### src/rtl/fbosc_pkg.sv
// Shared definitions for the feedback-oscillator pair and its monitor.
// The state encodings are also used by the oscillator bench.
package fbosc_pkg;

  localparam logic [1:0] IDLE    = 2'd0;
  localparam logic [1:0] ACQUIRE = 2'd1;
  localparam logic [1:0] LOCKED  = 2'd2;
  localparam logic [1:0] FAULT   = 2'd3;

  typedef enum logic [1:0] {
    StIdle    = IDLE,
    StAcquire = ACQUIRE,
    StLocked  = LOCKED,
    StFault   = FAULT
  } state_e;

endpackage

### src/rtl/fbosc_monitor_if.sv
// Monitor-side bundle: control, the oscillator pair under test, and status outputs.
// Signal prefixes follow the monitor's point of view.
interface fbosc_monitor_if #(
  parameter int unsigned ERR_W = 8
) ();

  logic             i_en;
  logic             i_clr;
  logic             i_y1;
  logic             i_y2;
  logic             o_locked;
  logic             o_fault;
  logic [ERR_W-1:0] o_err_cnt;
  logic [1:0]       o_state;

  modport master (
    output i_en, i_clr, i_y1, i_y2,
    input  o_locked, o_fault, o_err_cnt, o_state
  );

  modport slave (
    input  i_en, i_clr, i_y1, i_y2,
    output o_locked, o_fault, o_err_cnt, o_state
  );

endinterface

### src/rtl/fbosc_pair_chk.sv
// Samples the oscillator pair and judges each sampled cycle as good or bad.
// No verdict is given until two samples have been taken after reset.
module fbosc_pair_chk (
  input  logic clk,
  input  logic rst_n,
  input  logic i_y1,
  input  logic i_y2,
  output logic o_good,
  output logic o_bad
);

  logic r_y1_q;
  logic r_y2_q;
  logic r_y1_p;
  logic r_pv0;
  logic r_pv;
  logic w_good;

  always_ff @(posedge clk or negedge rst_n) begin
    if (!rst_n) begin
      r_y1_q <= 1'b0;
      r_y2_q <= 1'b0;
      r_y1_p <= 1'b0;
      r_pv0  <= 1'b0;
      r_pv   <= 1'b0;
    end else begin
      r_y1_q <= i_y1;
      r_y2_q <= i_y2;
      r_y1_p <= r_y1_q;
      r_pv0  <= 1'b1;
      r_pv   <= r_pv0;
    end
  end

  // Good: outputs complementary and y1 changed since the previous sample.
  assign w_good = r_pv & (r_y1_q ^ r_y2_q) & (r_y1_q ^ r_y1_p);
  assign o_good = w_good;
  assign o_bad  = r_pv & ~w_good;

endmodule

### src/rtl/fbosc_monitor.sv
// Lock/fault tracker for the two-flop feedback oscillator pair.
// Acquires lock after LOCK_CNT good cycles, counts glitches, faults on MAX_MISS misses.
module fbosc_monitor
  import fbosc_pkg::*;
#(
  parameter int unsigned LOCK_CNT = 4,
  parameter int unsigned MAX_MISS = 2,
  parameter int unsigned ERR_W    = 8
) (
  input  logic            clk,
  input  logic            rst_n,
  fbosc_monitor_if.slave  bus
);

  localparam int unsigned RunW  = $clog2(LOCK_CNT + 1);
  localparam int unsigned MissW = $clog2(MAX_MISS + 1);
  localparam logic [RunW-1:0]  RunLast  = RunW'(LOCK_CNT - 1);
  localparam logic [MissW-1:0] MissLast = MissW'(MAX_MISS - 1);

  state_e           r_state, w_state_d;
  logic [RunW-1:0]  r_run, w_run_d;
  logic [MissW-1:0] r_miss, w_miss_d;
  logic [ERR_W-1:0] r_err, w_err_d;
  logic             r_locked, w_locked_d;
  logic             r_fault, w_fault_d;
  logic             w_good;
  logic             w_bad;

  fbosc_pair_chk u_pair_chk (
    .clk    (clk),
    .rst_n  (rst_n),
    .i_y1   (bus.i_y1),
    .i_y2   (bus.i_y2),
    .o_good (w_good),
    .o_bad  (w_bad)
  );

  always_ff @(posedge clk or negedge rst_n) begin
    if (!rst_n) begin
      r_state  <= StIdle;
      r_run    <= '0;
      r_miss   <= '0;
      r_err    <= '0;
      r_locked <= 1'b0;
      r_fault  <= 1'b0;
    end else begin
      r_state  <= w_state_d;
      r_run    <= w_run_d;
      r_miss   <= w_miss_d;
      r_err    <= w_err_d;
      r_locked <= w_locked_d;
      r_fault  <= w_fault_d;
    end
  end

  always_comb begin
    w_state_d  = r_state;
    w_run_d    = r_run;
    w_miss_d   = r_miss;
    w_err_d    = r_err;
    w_locked_d = r_locked;
    w_fault_d  = r_fault;

    if (!bus.i_en) begin
      // Disable wins over everything; error count and fault flag are kept.
      w_state_d  = StIdle;
      w_locked_d = 1'b0;
      w_run_d    = '0;
      w_miss_d   = '0;
    end else if (bus.i_clr) begin
      // Clear suppresses the normal transition on this edge.
      w_err_d = '0;
      if (r_state == StFault) begin
        w_state_d = StAcquire;
        w_run_d   = '0;
        w_fault_d = 1'b0;
      end
    end else begin
      unique case (r_state)
        StIdle: begin
          w_state_d = StAcquire;
          w_run_d   = '0;
        end
        StAcquire: begin
          if (w_good) begin
            if (r_run == RunLast) begin
              w_state_d  = StLocked;
              w_locked_d = 1'b1;
              w_miss_d   = '0;
              w_run_d    = '0;
            end else begin
              w_run_d = r_run + RunW'(1);
            end
          end else if (w_bad) begin
            w_run_d = '0;
          end
        end
        StLocked: begin
          if (w_good) begin
            w_miss_d = '0;
          end else if (w_bad) begin
            if (r_err != '1) begin
              w_err_d = r_err + ERR_W'(1);
            end
            if (r_miss == MissLast) begin
              w_state_d  = StFault;
              w_fault_d  = 1'b1;
              w_locked_d = 1'b0;
              w_miss_d   = '0;
            end else begin
              w_miss_d = r_miss + MissW'(1);
            end
          end
        end
        StFault: begin
          w_locked_d = 1'b0;
          w_fault_d  = 1'b1;
        end
        default: begin
          w_state_d = StIdle;
        end
      endcase
    end
  end

  assign bus.o_locked  = r_locked;
  assign bus.o_fault   = r_fault;
  assign bus.o_err_cnt = r_err;
  assign bus.o_state   = r_state;

endmodule
### src/flat_wrapper.sv
// flat-port wrapper written by rule: the top's interface ports become plain ports
module fbosc_monitor_flat import fbosc_pkg::*;
#(
  parameter int unsigned LOCK_CNT = 4,
  parameter int unsigned MAX_MISS = 2,
  parameter int unsigned ERR_W    = 8
)
  (clk, rst_n, bus_i_en, bus_i_clr, bus_i_y1, bus_i_y2, bus_o_locked, bus_o_fault, bus_o_err_cnt, bus_o_state);
  fbosc_monitor_if #(.ERR_W(ERR_W)) bus_i ();
  input  logic clk;
  input  logic rst_n;
  input wire logic [$bits(bus_i.i_en)-1:0] bus_i_en;
  input wire logic [$bits(bus_i.i_clr)-1:0] bus_i_clr;
  input wire logic [$bits(bus_i.i_y1)-1:0] bus_i_y1;
  input wire logic [$bits(bus_i.i_y2)-1:0] bus_i_y2;
  output wire logic [$bits(bus_i.o_locked)-1:0] bus_o_locked;
  output wire logic [$bits(bus_i.o_fault)-1:0] bus_o_fault;
  output wire logic [$bits(bus_i.o_err_cnt)-1:0] bus_o_err_cnt;
  output wire logic [$bits(bus_i.o_state)-1:0] bus_o_state;
  assign bus_i.i_en = bus_i_en;
  assign bus_i.i_clr = bus_i_clr;
  assign bus_i.i_y1 = bus_i_y1;
  assign bus_i.i_y2 = bus_i_y2;
  assign bus_o_locked = bus_i.o_locked;
  assign bus_o_fault = bus_i.o_fault;
  assign bus_o_err_cnt = bus_i.o_err_cnt;
  assign bus_o_state = bus_i.o_state;
  fbosc_monitor #(.LOCK_CNT(LOCK_CNT), .MAX_MISS(MAX_MISS), .ERR_W(ERR_W)) u_core (.clk(clk), .rst_n(rst_n), .bus(bus_i));
endmodule
### config.mk
export PLATFORM = sky130hd
export DESIGN_NAME = fbosc_monitor_flat
export DESIGN_NICKNAME = d
export VERILOG_FILES = /design/src/rtl/fbosc_pkg.sv /design/src/rtl/fbosc_monitor_if.sv /design/src/rtl/fbosc_pair_chk.sv /design/src/rtl/fbosc_monitor.sv /design/src/flat_wrapper.sv
export SDC_FILE = /design/constraint.sdc
export NUM_CORES = 1
export LEC_CHECK = 0
export BUFFER_PORTS_ARGS = -buffer_cell sky130_fd_sc_hd__buf_2
export CAP_MARGIN = 20
export CELL_PAD_IN_SITES_DETAIL_PLACEMENT = 0
export CELL_PAD_IN_SITES_GLOBAL_PLACEMENT = 1
export CORE_MARGIN = 1
export CORE_UTILIZATION = 39
export CTS_CLUSTER_SIZE = 25
export DETAILED_ROUTE_END_ITERATION = 10
export GPL_ROUTABILITY_DRIVEN = 0
export PLACE_DENSITY_LB_ADDON = 0.12
export SYNTH_ARGS = -nofsm -noshare
export SYNTH_HDL_FRONTEND = slang
export SYNTH_SLANG_ARGS = --single-unit
### constraint.sdc
create_clock -name clk -period 1.7 [get_ports clk]
set_input_delay 0.255 -clock clk [delete_from_list [all_inputs] [get_ports clk]]
set_output_delay 0.255 -clock clk [all_outputs]
set_load 0.01 [all_outputs]
==> flow_metrics.py <==
metrics = {
    "worst_setup_path": {
        "endpoint_kind": "flop",
        "reg2reg_slack_ns": 0.05,
        "worstPathMaxFanout": 6,
        "max_stage_delay_ns": 0.46,
        "required_ns": 1.90,
        "crit_type": "flop to flop",
        "crit_arrival_ns": 1.86,
        "start_kind": "flop",
        "r2r_cells": 5,
        "path_cells": "or3b_1, o211ai_1, o21ai_1, nor4bb_1, nor3_2",
        "crit_slowest_cell": "dfrtp_2",
    },
    "power": {
        "power_frac_clock": 0.355,
        "cellLeakagePower_nw": 0.726,
        "p_sw_frac": 0.244,
        "comb_power_share": 0.151,
        "powerDensity_nw_per_um2": 727,
        "internal_power_mw": 0.852,
        "vdd_ir_drop_max_mv": 0.345,
        "seqPwrFrac": 0.494,
        "power_switching_mw": 0.275,
    },
    "sta": {
        "rsz0062_at_grt": "no",
        "setup_tns_ns": 0,
        "clock.fmax_ghz": 0.604,
        "finalWorstSetupSlack_ns": 0.0451,
        "setup_viol": 0,
        "finalCritPeriodShare": 0.973,
        "clock_skew_ns": 0.00790,
        "final_max_slew_viol_count": 0,
        "fin_crit_ns": 1.65,
        "hold_viol": 0,
    },
    "global_routing": {
        "antenna_found_initial": 0,
        "grtUsageTotal": 0.164,
        "grt_max_degree": 23,
        "grt-ovfl-total": 0,
        "grt_pass1_wl_um": 4170,
        "first_global_vias": 861,
    },
    "finish": {
        "area_growth_pct": 26.2,
        "multi_input_area_um2": 678,
        "finish.utilization": 0.512,
        "fill_cells": 286,
        "antenna-diode-count": 0,
        "finalNonFillerCells": 196,
        "seq_area_um2": 553,
        "layout-drive-gt1-share": 0.316,
        "final_nets": 166,
        "postLayoutCellArea_um2": 1550,
    },
    "detailed_routing": {
        "drt-initial-drc-count": 49,
        "viasPerCell": 5.15,
        "wire_per_inst_um": 13.3,
        "vias": 1010,
        "drc": 0,
        "finalWirelength_um": 2600,
        "antenna_left": 0,
        "firstDrtPassIters": 4,
    },
    "status": {
        "outcome": "finished clean",
    },
    "floorplan": {
        "die_height_um": 58.1,
        "start_util": 0.406,
        "die-area_um2": 3380,
        "core.rowCount": 20,
        "fp.coreArea_um2": 3030,
        "io_pins": 18,
        "die_w_um": 58.1,
    },
    "clock_network": {
        "cts_buffer_depth": 2,
        "cts_tree": "yes",
        "cts_sinks": 22,
        "clk_latency_ns": 0.31,
        "htreeDepth": 1,
        "clkSlewWorstSetupHoldPaths_ns": 0.12,
        "cts_root_buf": "clkbuf_4",
        "cts_buffers": 3,
    },
    "synth": {
        "yosys_warnings": 0,
        "synth-edff-count": 0,
        "yosys.area.top_type": "dfrtp_1",
        "syn-num-nets": 134,
        "synthTopCellsByCount": "dfrtp_1, a21oi_1, nand2_1",
        "seq_area_frac_synth": 0.448,
        "synth_top_area_frac": 0.448,
        "async_reset_ff_frac": 1.00,
        "yosys_register_bits": 22,
        "post-synth-top-count-cell": "dfrtp_1",
        "yosysUniqueCellTypes": 44,
        "synth_area_per_cell_um2": 10.2,
        "synth_top_cells_by_area": "dfrtp_1, ha_1, a21oi_1, mux2i_1, xor2_1",
        "synth_ff_type": "dfrtp_1",
        "netlist_area_um2": 1230,
        "netlist_instances": 121,
    },
    "placement": {
        "pre_cts_slack_ns": 0.0378,
        "port_buffers": 17,
        "dp_cells": 184,
        "placed_area_um2": 1400,
        "hpwl_um": 1910,
    },
    "hold_path": {
        "hp-class": "input port to flop",
        "holdPathStages": 1,
    },
    "flow_run": {
        "maxCapViolCount": 0,
    },
}
## cell type report
cell class                 count  share of cell area
multi-input combinational     89               0.437
sequential                    22               0.357
timing repair buffer          30               0.119
tap                           44              0.0355
clock inverter                 1              0.0194
inverter                       7              0.0169
clock buffer                   3              0.0145
## state kept, by name, indices dropped and copies added, names as in the netlist
name and count:
u_core.u_pair_chk.r_y1_p 1, u_core.r_miss 2, u_core.u_pair_chk.r_y2_q 1, u_core.bus.o_err_cnt 8
u_core.bus.o_locked 1, u_core.u_pair_chk.r_pv 1, u_core.bus.o_state 2, u_core.u_pair_chk.r_pv0 1
u_core.r_run 3, u_core.bus.o_fault 1, u_core.u_pair_chk.r_y1_q 1
## routing by layer
layer	global-route usage	wire length, um	vias up
met5	0	0	-
met3	0.0469	132	5
met2	0.245	1140	26
met1	0.231	1300	475
met4	0.0510	26	0
li1	-	-	504
## cell usage in the layout (no fill, tap or decap), types with 2 or more instances in the layout
cell type / Yosys / layout
and3_1: 3 / 2
mux2i_1: 4 / 4
a21oi_1: 8 / 8
xor2_1: 4 / 4
inv_1: 7 / 6
nand3_1: 6 / 6
nor3_1: 2 / 2
ha_1: 7 / 4
o21ai_0: 3 / 3
buf_4: 1 / 12
a31oi_1: 4 / 4
buf_2: 0 / 17
nand4_1: 3 / 3
dfrtp_2: 0 / 2
nor2b_1: 2 / 2
ha_2: 0 / 2
dfrtp_1: 22 / 20
clkbuf_4: 0 / 3
nand2_1: 8 / 8
nor2_1: 5 / 4
and2_1: 2 / 2
a22o_1: 2 / 2
o21ai_1: 2 / 2
## per-stage QoR
stage	power, mW	hold WS (ns)
2_1_floorplan	0.654	-0.0406
3_3_place_gp	0.709	0.251
3_5_place_dp	0.710	0.249
4_1_cts	1.11	0.0243
5_1_grt	1.18	0.00593
6_report	1.13	0.0364
## what timing repair did
action                                 CTS  global route
setup endpoints to repair                0            10
setup buffers                            0             7
endpoints found under the hold margin   22             0
resized for setup                        0             9
hold buffers                             1             0
## cell families after synthesis
kind of cell	after synthesis	synth area share
and+or+nand+nor	43	0.211
AOI/OAI and AO/OA	30	0.172
DFF	22	0.448
buffers and inverters	10	0.0336
adders and majority gates	7	0.0713
xor gates and xnor gates	4	0.0285
muxes	4	0.0326
other	1	0.00305
## power groups by stage
stage                     clock (mW)  combinational [mW]  sequential (mW)
after floorplan                    0              0.0853            0.569
after global placement             0               0.144            0.564
after detailed placement           0               0.144            0.566
after CTS                      0.411               0.147            0.556
after global routing           0.433               0.189            0.559
final                          0.400               0.171            0.557
## critical path, delay by kind of cell (launching register included)
kind             cells  cell delay [ns]
AO/OA/AOI/OAI        2             0.41
flip-flops           1             0.46
AND/OR/NAND/NOR      3             0.68
## path summary, 6_finish.rpt
kind                                          start                  endpoint
setup / recovery           u_core.u_pair_chk.r_y1_q       u_core.bus.o_locked
hold / removal                             bus_i_y1  u_core.u_pair_chk.r_y1_q
setup reg to reg           u_core.u_pair_chk.r_y1_q       u_core.bus.o_locked
hold reg to reg             u_core.u_pair_chk.r_pv0    u_core.u_pair_chk.r_pv
max in group asynchronous                     rst_n  u_core.u_pair_chk.r_y1_q
min in group asynchronous                     rst_n   u_core.bus.o_err_cnt[3]
Power figures use the tool's default switching activity.
